$ cat src/rtl/scan_pkg.sv
`default_nettype none
//============================================================================
// Module      : scan_pkg
// Description : Shared definitions for the scan index generator: FSM state
//               encoding, index bounds and the modulo-8 index stepping
//               helper used by the top level.
// Revision    : 1.0 - initial release
//============================================================================
package scan_pkg;

    typedef logic [1:0] state_t;

    localparam logic [1:0] ST_IDLE  = 2'd0;
    localparam logic [1:0] ST_SCAN  = 2'd1;
    localparam logic [1:0] ST_SWEEP = 2'd2;

    localparam logic [2:0] IDX_MAX = 3'd7;
    localparam logic [2:0] IDX_MIN = 3'd0;

    // 3-bit arithmetic wraps on its own, giving 7->0 ascending and
    // 0->7 descending without extra compare logic.
    function automatic logic [2:0] next_index(input logic [2:0] idx,
                                              input logic       down);
        return down ? (idx - 3'd1) : (idx + 3'd1);
    endfunction

endpackage : scan_pkg
`default_nettype wire

$ cat src/rtl/dwell_tick.sv
`default_nettype none
//============================================================================
// Module      : dwell_tick
// Description : Dwell prescaler. Counts 0..DIV-1 on every non-hold cycle and
//               flags the terminal count so the index advances once per DIV
//               active clocks.
// Ports       : clk  - rising-edge clock
//               rst  - asynchronous active-high reset
//               clr  - synchronous clear, keeps the count at 0
//               hold - freezes the count, suppresses tick
//               tick - terminal count (count = DIV-1, hold low, not clearing)
// Revision    : 1.0 - initial release
//============================================================================
module dwell_tick #(
    parameter int DIV   = 4,
    parameter int CNT_W = 16
) (
    input  logic clk,
    input  logic rst,
    input  logic clr,
    input  logic hold,
    output logic tick
);

    localparam logic [CNT_W-1:0] c_term = CNT_W'(DIV - 1);

    logic [CNT_W-1:0] cnt_q;
    logic [CNT_W-1:0] cnt_d;
    logic             w_at_term;

    assign w_at_term = (cnt_q == c_term);
    assign tick      = w_at_term && !hold && !clr;

    always_comb begin
        cnt_d = cnt_q;
        if (clr) begin
            cnt_d = '0;
        end else if (!hold) begin
            cnt_d = w_at_term ? '0 : (cnt_q + CNT_W'(1));
        end
    end

    always_ff @(posedge clk or posedge rst) begin
        if (rst) begin
            cnt_q <= '0;
        end else begin
            cnt_q <= cnt_d;
        end
    end

endmodule : dwell_tick
`default_nettype wire

$ cat src/rtl/scan_index_gen.sv
`default_nettype none
//============================================================================
// Module      : scan_index_gen
// Description : Index sequencer feeding a 3-to-8 one-hot decoder. Supports
//               continuous scan in either direction and one-shot 8-index
//               sweeps, each index dwelling DIV non-hold clocks.
// Ports       : clk   - rising-edge clock
//               rst   - asynchronous active-high reset
//               en    - level, continuous scan request
//               dir   - 0 ascending, 1 descending
//               start - pulse, request one full sweep (IDLE only)
//               hold  - level, freezes dwell count and X
//               X     - current index (registered)
//               valid - X is an active scan index
//               step  - pulse in the cycle X takes a new value
//               done  - pulse after the last index of a sweep
//               busy  - high while sweeping
// Revision    : 1.0 - initial release
//============================================================================
module scan_index_gen
    import scan_pkg::*;
#(
    parameter int DIV   = 4,
    parameter int CNT_W = 16
) (
    input  logic       clk,
    input  logic       rst,
    input  logic       en,
    input  logic       dir,
    input  logic       start,
    input  logic       hold,
    output logic [2:0] X,
    output logic       valid,
    output logic       step,
    output logic       done,
    output logic       busy
);

    state_t     state_q, state_d;
    logic [2:0] x_q, x_d;
    logic       sweep_dir_q, sweep_dir_d;
    logic       valid_q, valid_d;
    logic       step_q, step_d;
    logic       done_q, done_d;
    logic       busy_q, busy_d;
    logic       w_tick;
    logic       w_clr;
    logic [2:0] w_sweep_last;

    // Holding the prescaler clear while idle guarantees it reads 0 in the
    // first active cycle after any entry, regardless of how it was left.
    assign w_clr = (state_q == ST_IDLE);

    dwell_tick #(
        .DIV   (DIV),
        .CNT_W (CNT_W)
    ) u_dwell (
        .clk  (clk),
        .rst  (rst),
        .clr  (w_clr),
        .hold (hold),
        .tick (w_tick)
    );

    assign w_sweep_last = sweep_dir_q ? IDX_MIN : IDX_MAX;

    always_comb begin
        state_d     = state_q;
        x_d         = x_q;
        sweep_dir_d = sweep_dir_q;
        step_d      = 1'b0;
        done_d      = 1'b0;

        case (state_q)
            ST_IDLE: begin
                if (start) begin
                    state_d     = ST_SWEEP;
                    sweep_dir_d = dir;
                    x_d         = dir ? IDX_MAX : IDX_MIN;
                    step_d      = 1'b1;
                end else if (en) begin
                    // Scan resumes from whatever index was left on X.
                    state_d = ST_SCAN;
                    step_d  = 1'b1;
                end
            end

            ST_SCAN: begin
                // Dropping en wins over a coincident terminal count.
                if (!en) begin
                    state_d = ST_IDLE;
                end else if (w_tick) begin
                    x_d    = next_index(x_q, dir);
                    step_d = 1'b1;
                end
            end

            ST_SWEEP: begin
                // start/en/dir are deliberately not looked at here.
                if (w_tick) begin
                    if (x_q == w_sweep_last) begin
                        state_d = ST_IDLE;
                        done_d  = 1'b1;
                    end else begin
                        x_d    = next_index(x_q, sweep_dir_q);
                        step_d = 1'b1;
                    end
                end
            end

            default: begin
                state_d = ST_IDLE;
            end
        endcase

        valid_d = (state_d != ST_IDLE);
        busy_d  = (state_d == ST_SWEEP);
    end

    always_ff @(posedge clk or posedge rst) begin
        if (rst) begin
            state_q     <= ST_IDLE;
            x_q         <= IDX_MIN;
            sweep_dir_q <= 1'b0;
            valid_q     <= 1'b0;
            step_q      <= 1'b0;
            done_q      <= 1'b0;
            busy_q      <= 1'b0;
        end else begin
            state_q     <= state_d;
            x_q         <= x_d;
            sweep_dir_q <= sweep_dir_d;
            valid_q     <= valid_d;
            step_q      <= step_d;
            done_q      <= done_d;
            busy_q      <= busy_d;
        end
    end

    assign X     = x_q;
    assign valid = valid_q;
    assign step  = step_q;
    assign done  = done_q;
    assign busy  = busy_q;

endmodule : scan_index_gen
`default_nettype wire

$ cat config.mk
export PLATFORM = sky130hd
export DESIGN_NAME = scan_index_gen
export DESIGN_NICKNAME = d
export VERILOG_FILES = /design/src/rtl/scan_pkg.sv /design/src/rtl/dwell_tick.sv /design/src/rtl/scan_index_gen.sv
export SDC_FILE = /design/constraint.sdc
export NUM_CORES = 1
export LEC_CHECK = 0
export ABC_AREA = 1
export BUFFER_PORTS_ARGS = -buffer_cell sky130_fd_sc_hd__buf_2
export CAP_MARGIN = 10
export CORE_MARGIN = 2
export CORE_UTILIZATION = 35
export CTS_CLUSTER_SIZE = 8
export DETAILED_ROUTE_END_ITERATION = 10
export PLACE_DENSITY = 0.48
export SKIP_CTS_REPAIR_TIMING = 1
export SYNTH_ARGS = -nofsm -noshare
export SYNTH_HDL_FRONTEND = slang
export SYNTH_SLANG_ARGS = --single-unit
$ cat constraint.sdc
create_clock -name clk -period 5 [get_ports clk]
set_clock_uncertainty 0.2 [all_clocks]
set_input_delay 0.25 -clock clk [delete_from_list [all_inputs] [get_ports clk]]
set_output_delay 0.25 -clock clk [all_outputs]
set_load 0.1 [all_outputs]
## Yosys cells after proc, flatten, opt, wreduce, memory -nomap -nowiden

Index checks and enable logic that the tools add are counted.

| operators by class | value |
|---|---|
| $add $sub $neg | 3 |
| equal/unequal tests | 11 |
| mux-type cells | 29 |
| reduce and logical (&&, ||, !) cells | 9 |

Operators with widths:

| kind | number |
|---|---|
| $mux W16 | 3 |
| $mux W3 | 9 |
| $add A16 B1 Y16 const B | 1 |
| $eq A16 B2 Y1 const B | 1 |
| $mux W2 | 5 |
| $mux W1 | 9 |
| $pmux W3 S3 | 1 |
| $ne A2 B1 Y1 const B | 3 |
| $ne A2 B2 Y1 const B | 3 |
| $pmux W2 S3 | 1 |
| $reduce_and A6 Y1 | 1 |
| $eq A2 B2 Y1 const B | 2 |
| $add A3 B1 Y3 const B | 1 |
| $eq A3 B3 Y1 | 1 |
| $pmux W1 S3 | 1 |
| $reduce_bool A3 Y1 | 1 |
| $sub A3 B1 Y3 const B | 1 |
| $eq A2 B1 Y1 const B | 1 |
| $logic_and A1 B1 Y1 | 2 |
| $logic_not A1 Y1 | 2 |
| $logic_not A2 Y1 | 1 |
| $reduce_and A2 Y1 | 1 |
| $reduce_bool A2 Y1 | 1 |

| storage, ports and cells | value |
|---|---|
| bits in registers | 26 |
| word-level logic and storage cells | 60 |

## Depth between registers and ports, before layout

| logic depth | value |
|---|---|
| depth after elaboration | 6 |
| depth in mapped cells | 10 |
| gate-level depth less buffers | 10 |

## Modules after synthesis

From an unflattened synthesis, not the netlist that was laid out.

| unflattened totals | value |
|---|---|
| cell total of the unflattened synthesis | 235 |
| area total of the unflattened synthesis | 1705.4 um^2 |

Modules (own cells, without submodules):

| module | times used | cells each | area each (um^2) | sequential area each (um^2) |
|---|---|---|---|---|
| dwell_tick | 1 | 140 | 992.2 | 400.4 |
| scan_index_gen | 1 | 95 | 713.2 | 250.2 |

## Worst setup path after synthesis

No wires, ideal clock.

| timing | value |
|---|---|
| path kind | reg2reg |
| from | reg x_q[0], in the netlist X[0] |
| to | reg valid_q, in the netlist valid |
| setup time | 0.119 ns |
| arrival | 1.995 ns |
| slack | 2.686 ns |
| stages on the path, launching flop included | 10 |
| period minus slack after synthesis | 2.314 ns |
| cells stage by stage | dfrtp_1 inv_1 ha_1 nand3_2 nor2_2 nand4_1 nand2_1 nand3_1 nand2_1 nand2_1 |

| between the ends | value |
|---|---|
| longest elaborated chain between the ends | 5 |

Ends and longest elaborated chain:

| what | line | source |
|---|---|---|
| from (decl) | scan_index_gen.sv:40 | `logic [2:0] x_q, x_d;` |
| from (signal assigned) | scan_index_gen.sv:123 | `x_q <= IDX_MIN;` |
| from (signal assigned) | scan_index_gen.sv:131 | `x_q <= x_d;` |
| $eq A3 B3 Y1 | scan_index_gen.sv:101 | `if (x_q == w_sweep_last) begin` |
| $mux W2 | scan_index_gen.sv:101 |  |
| $mux W2 | scan_index_gen.sv:100 | `if (w_tick) begin` |
| $pmux W2 S3 | scan_index_gen.sv:74 | `case (state_q)` |
| $reduce_bool A2 Y1 | scan_index_gen.sv:116 | `valid_d = (state_d != ST_IDLE);` |
| via valid_d | scan_index_gen.sv:42 | `logic valid_q, valid_d;` |
| to (signal assigned) | scan_index_gen.sv:133 | `valid_q <= valid_d;` |
| to (decl) | scan_index_gen.sv:42 |  |

The timed path passes the listed nets, and every way through them passes these cells.
A chain may end at the register's enable or synchronous reset.

## Worst setup path in the final report

| timing | value |
|---|---|
| from | reg state_q[0] |
| to | reg u_dwell.cnt_q[10] |

| between the ends | value |
|---|---|
| longest elaborated chain between the ends | 2 |
| elaborated cells between the ends (all ways) | 3 |
| those cells by class | eq/ne (1); mux (1); reduce/logical (1) |

Ends and longest elaborated chain:

| what | line | source |
|---|---|---|
| from (decl) | scan_index_gen.sv:39 | `state_t state_q, state_d;` |
| from (signal assigned) | scan_index_gen.sv:130 | `state_q <= state_d;` |
| $logic_not A2 Y1 (*) | scan_index_gen.sv:52 | `assign w_clr = (state_q == ST_IDLE);` |
| $ne A2 B1 Y1 (no line) or $mux W16 (tied branches) | -- |  |
| to (signal assigned) | dwell_tick.sv:47 | `cnt_q <= cnt_d;` |
| to (decl) | dwell_tick.sv:27 | `logic [CNT_W-1:0] cnt_q;` |

Every way passes the cells marked *; elsewhere a longest branch is shown, timed or not.

==> results.yml <==
die:
  ios: 13
  die_x_um: 73.4
  coreArea_um2: 4690
  num_rows: 25
  die_area_um2: 5390
  die_h_um: 73.4
  start_util: 0.359
cells_and_area:
  n_antenna_cell: 0
  finish.utilization: 0.399
  drive_gt1_frac: 0.189
  fin_nets: 249
  fillers: 493
  area_growth_pct: 10.9
worst_setup_path:
  path_max_fanout: 11
  worstRegToRegCells: 7
  worst_setup_path_end_kind: "flip-flop"
  path_class: "reg -> reg"
  timing.rr.start: "state_q[0]$_DFF_PP0_"
  reg2reg_to: "u_dwell.cnt_q[10]$_DFFE_PP0P_"
  cp.arrival_ps: 1980
  start_kind: "flip-flop"
  cp.required_ps: 4970
  r2r_setup_slack_ps: 2990
sta:
  rsz0062_at_grt: "no"
  setup-tns-final_ps: 0
  fin_crit_sh: 0.402
  worst_slew_pin_slew_ps: 1000
  whs_ps: -5.62
  setup_viol_count_final: 0
  relSlewSlack: 0.332
  max_freq_mhz: 497
  layout_min_cycle_time_ps: 2010
  drv_slew: 0
  finalHoldViolCount: 18
yosys:
  synth.most_common_cell: "nand2_1"
  ys_ff_latch: 26
  synth_area_per_cell_um2: 7.70
  synthFlopType: "dfrtp_1"
  synthTopCellsByArea: "dfrtp_1, nand2_1, ha_1"
  synthDistinctLibCells: 27
  yosys_warnings: 0
  ys_seq_area_frac: 0.386
  synth_top_area_cell: "dfrtp_1"
  synth_cells: 219
  synth_async_sr_flop_share: 1.00
  synth_nets: 234
  synth_common_cells: "nand2_1, inv_1, dfrtp_1"
  synth_top_cell_area_share: 0.386
  synth_area_um2: 1690
  synth-edff-count: 0
clock_tree:
  cts_tree: "yes"
  clock_latency_ps: 280
  cts_sinks: 26
  cts_htree_levels: 1
  cts_buffers: 3
  path_clk_slew_ps: 100
  cts-root-buf: "clkbuf_8"
  ctsLongestPathBuffers: 2
detailed_routing:
  viasPerCell: 4.96
  wl_per_cell_um: 12.8
  postRouteAntennaNets: 0
  remaining_drc_errors: 0
  wl_um: 3670
  drt-initial-drc-count: 60
  first_pass_iters: 4
  vias: 1424
global_route:
  grt_first_pass_wirelength_um: 6310
  gr-total-overflow: 0
  grt_max_degree: 27
  track_usage: 0.153
  antenna_found_initial: 0
  first_global_vias: 1395
worst_hold_path:
  hold_path.class: "in -> async"
power_and_ir_drop:
  peakVddDrop_uv: 259
  leakage_nw: 0.875
  cellPowerDensity_nw_per_um2: 577
run:
  drv_cap: 0
place:
  place_hpwl_um: 2860
  place.gp.congestion: 0.820
  port_buffers: 12
outcome:
  violations: "negative hold slack"
  status: "complete, but fails checks"
==> layout make-up <==
type / instances / area [µm²] / share of cell area
clock buffers: 3 / 41.3 / 0.0221
clock inverters: 1 / 30.0 / 0.0161
inverters: 34 / 128 / 0.0682
multi-input cells: 157 / 893 / 0.478
flip-flops and latches: 26 / 651 / 0.348
well taps: 54 / 67.6 / 0.0361
repair buffers: 12 / 60.1 / 0.0321
==> cells in the final DEF, fill, tap and decap left out <==
master and n:
inv_2 6, nand3_2 2, nand3_4 1, o22ai_2 1, a22o_1 1, nor2_1 21, inv_1 28, xnor2_1 2
ha_1 9, nor3_2 2, nand2_2 5, nor2_2 6, a21oi_1 13, o22ai_1 4, nand2_1 38, xor2_1 3
nand3_1 15, buf_2 12, dfrtp_1 26, clkbuf_8 3, nor3_1 4, or2_2 1, nor2_4 1, o21ai_1 5
o21ai_2 1, nand4_1 5, a211oi_2 2, o21ai_0 15, bufinv_16 1
==> where the power goes <==
part	internal [mW]	total, mW	switching (mW)
clock	0.107	0.179	0.0721
combinational	0.165	0.609	0.444
sequential	0.252	0.292	0.0396
total	0.524	1.08	0.556
==> kinds of logic after synthesis <==
logic type      count (synthesis)  share of synthesized area
compound gates                 42                      0.145
xor+xnor                        5                     0.0260
fa+ha+maj                       9                     0.0668
buf+inv                        36                     0.0846
flops                          26                      0.386
simple gates                  101                      0.292
==> per-stage QoR <==
stage | hold WS, ps | cells | setup slack [ps] | cell area [µm²] | power (mW)
final | -5.62 | 287 | 2990 | 1870 | 1.08
after global routing | 105 | 287 | 2790 | 1870 | 1.17
after CTS | 38.7 | 287 | 2990 | 1870 | 1.09
after detailed placement | 322 | 283 | 3000 | 1800 | 0.911
after global placement | 331 | 283 | 3050 | 1800 | 0.911
after floorplan | 90.0 | 219 | 2690 | 1690 | 0.805
==> critical path, cell delays in order (launching register included) <==
cell	delay (ps)
dfrtp_1	410
inv_1	100
ha_1	330
nor2_4	100
inv_1	320
nand3_1	150
o21ai_1	200
a21oi_1	80
==> state kept, by name (all words and copies together), names as in the netlist <==
| register | flops |
|---|---|
| done | 1 |
| busy | 1 |
| u_dwell.cnt_q | 16 |
| sweep_dir_q | 1 |
| valid | 1 |
| X | 3 |
| state_q | 2 |
| step | 1 |
==> worst max-delay path by stage <==
stage,from,end,slack (ps),cells past startpoint
after detailed placement,state_q[0]$_DFF_PP0_,u_dwell.cnt_q[10]$_DFFE_PP0P_,3000,7
after global routing,state_q[0]$_DFF_PP0_,u_dwell.cnt_q[9]$_DFFE_PP0P_,2790,8
final,state_q[0]$_DFF_PP0_,u_dwell.cnt_q[10]$_DFFE_PP0P_,2990,7
after CTS,state_q[0]$_DFF_PP0_,u_dwell.cnt_q[10]$_DFFE_PP0P_,2990,7
after global placement,state_q[0]$_DFF_PP0_,u_dwell.cnt_q[10]$_DFFE_PP0P_,3050,7
after floorplan,X[0]$_DFFE_PP0P_,valid$_DFF_PP0_,2690,9
==> layer usage <==
layer / global-route usage / share of wire / vias to the layer above
met5: 0 / 0 / -
met4: 0.0545 / 0.016 / 0
met3: 0.0219 / 0.022 / 7
met2: 0.259 / 0.49 / 18
met1: 0.199 / 0.47 / 657
li1: - / - / 742
No activity file was read; power rests on OpenSTA's default activity.
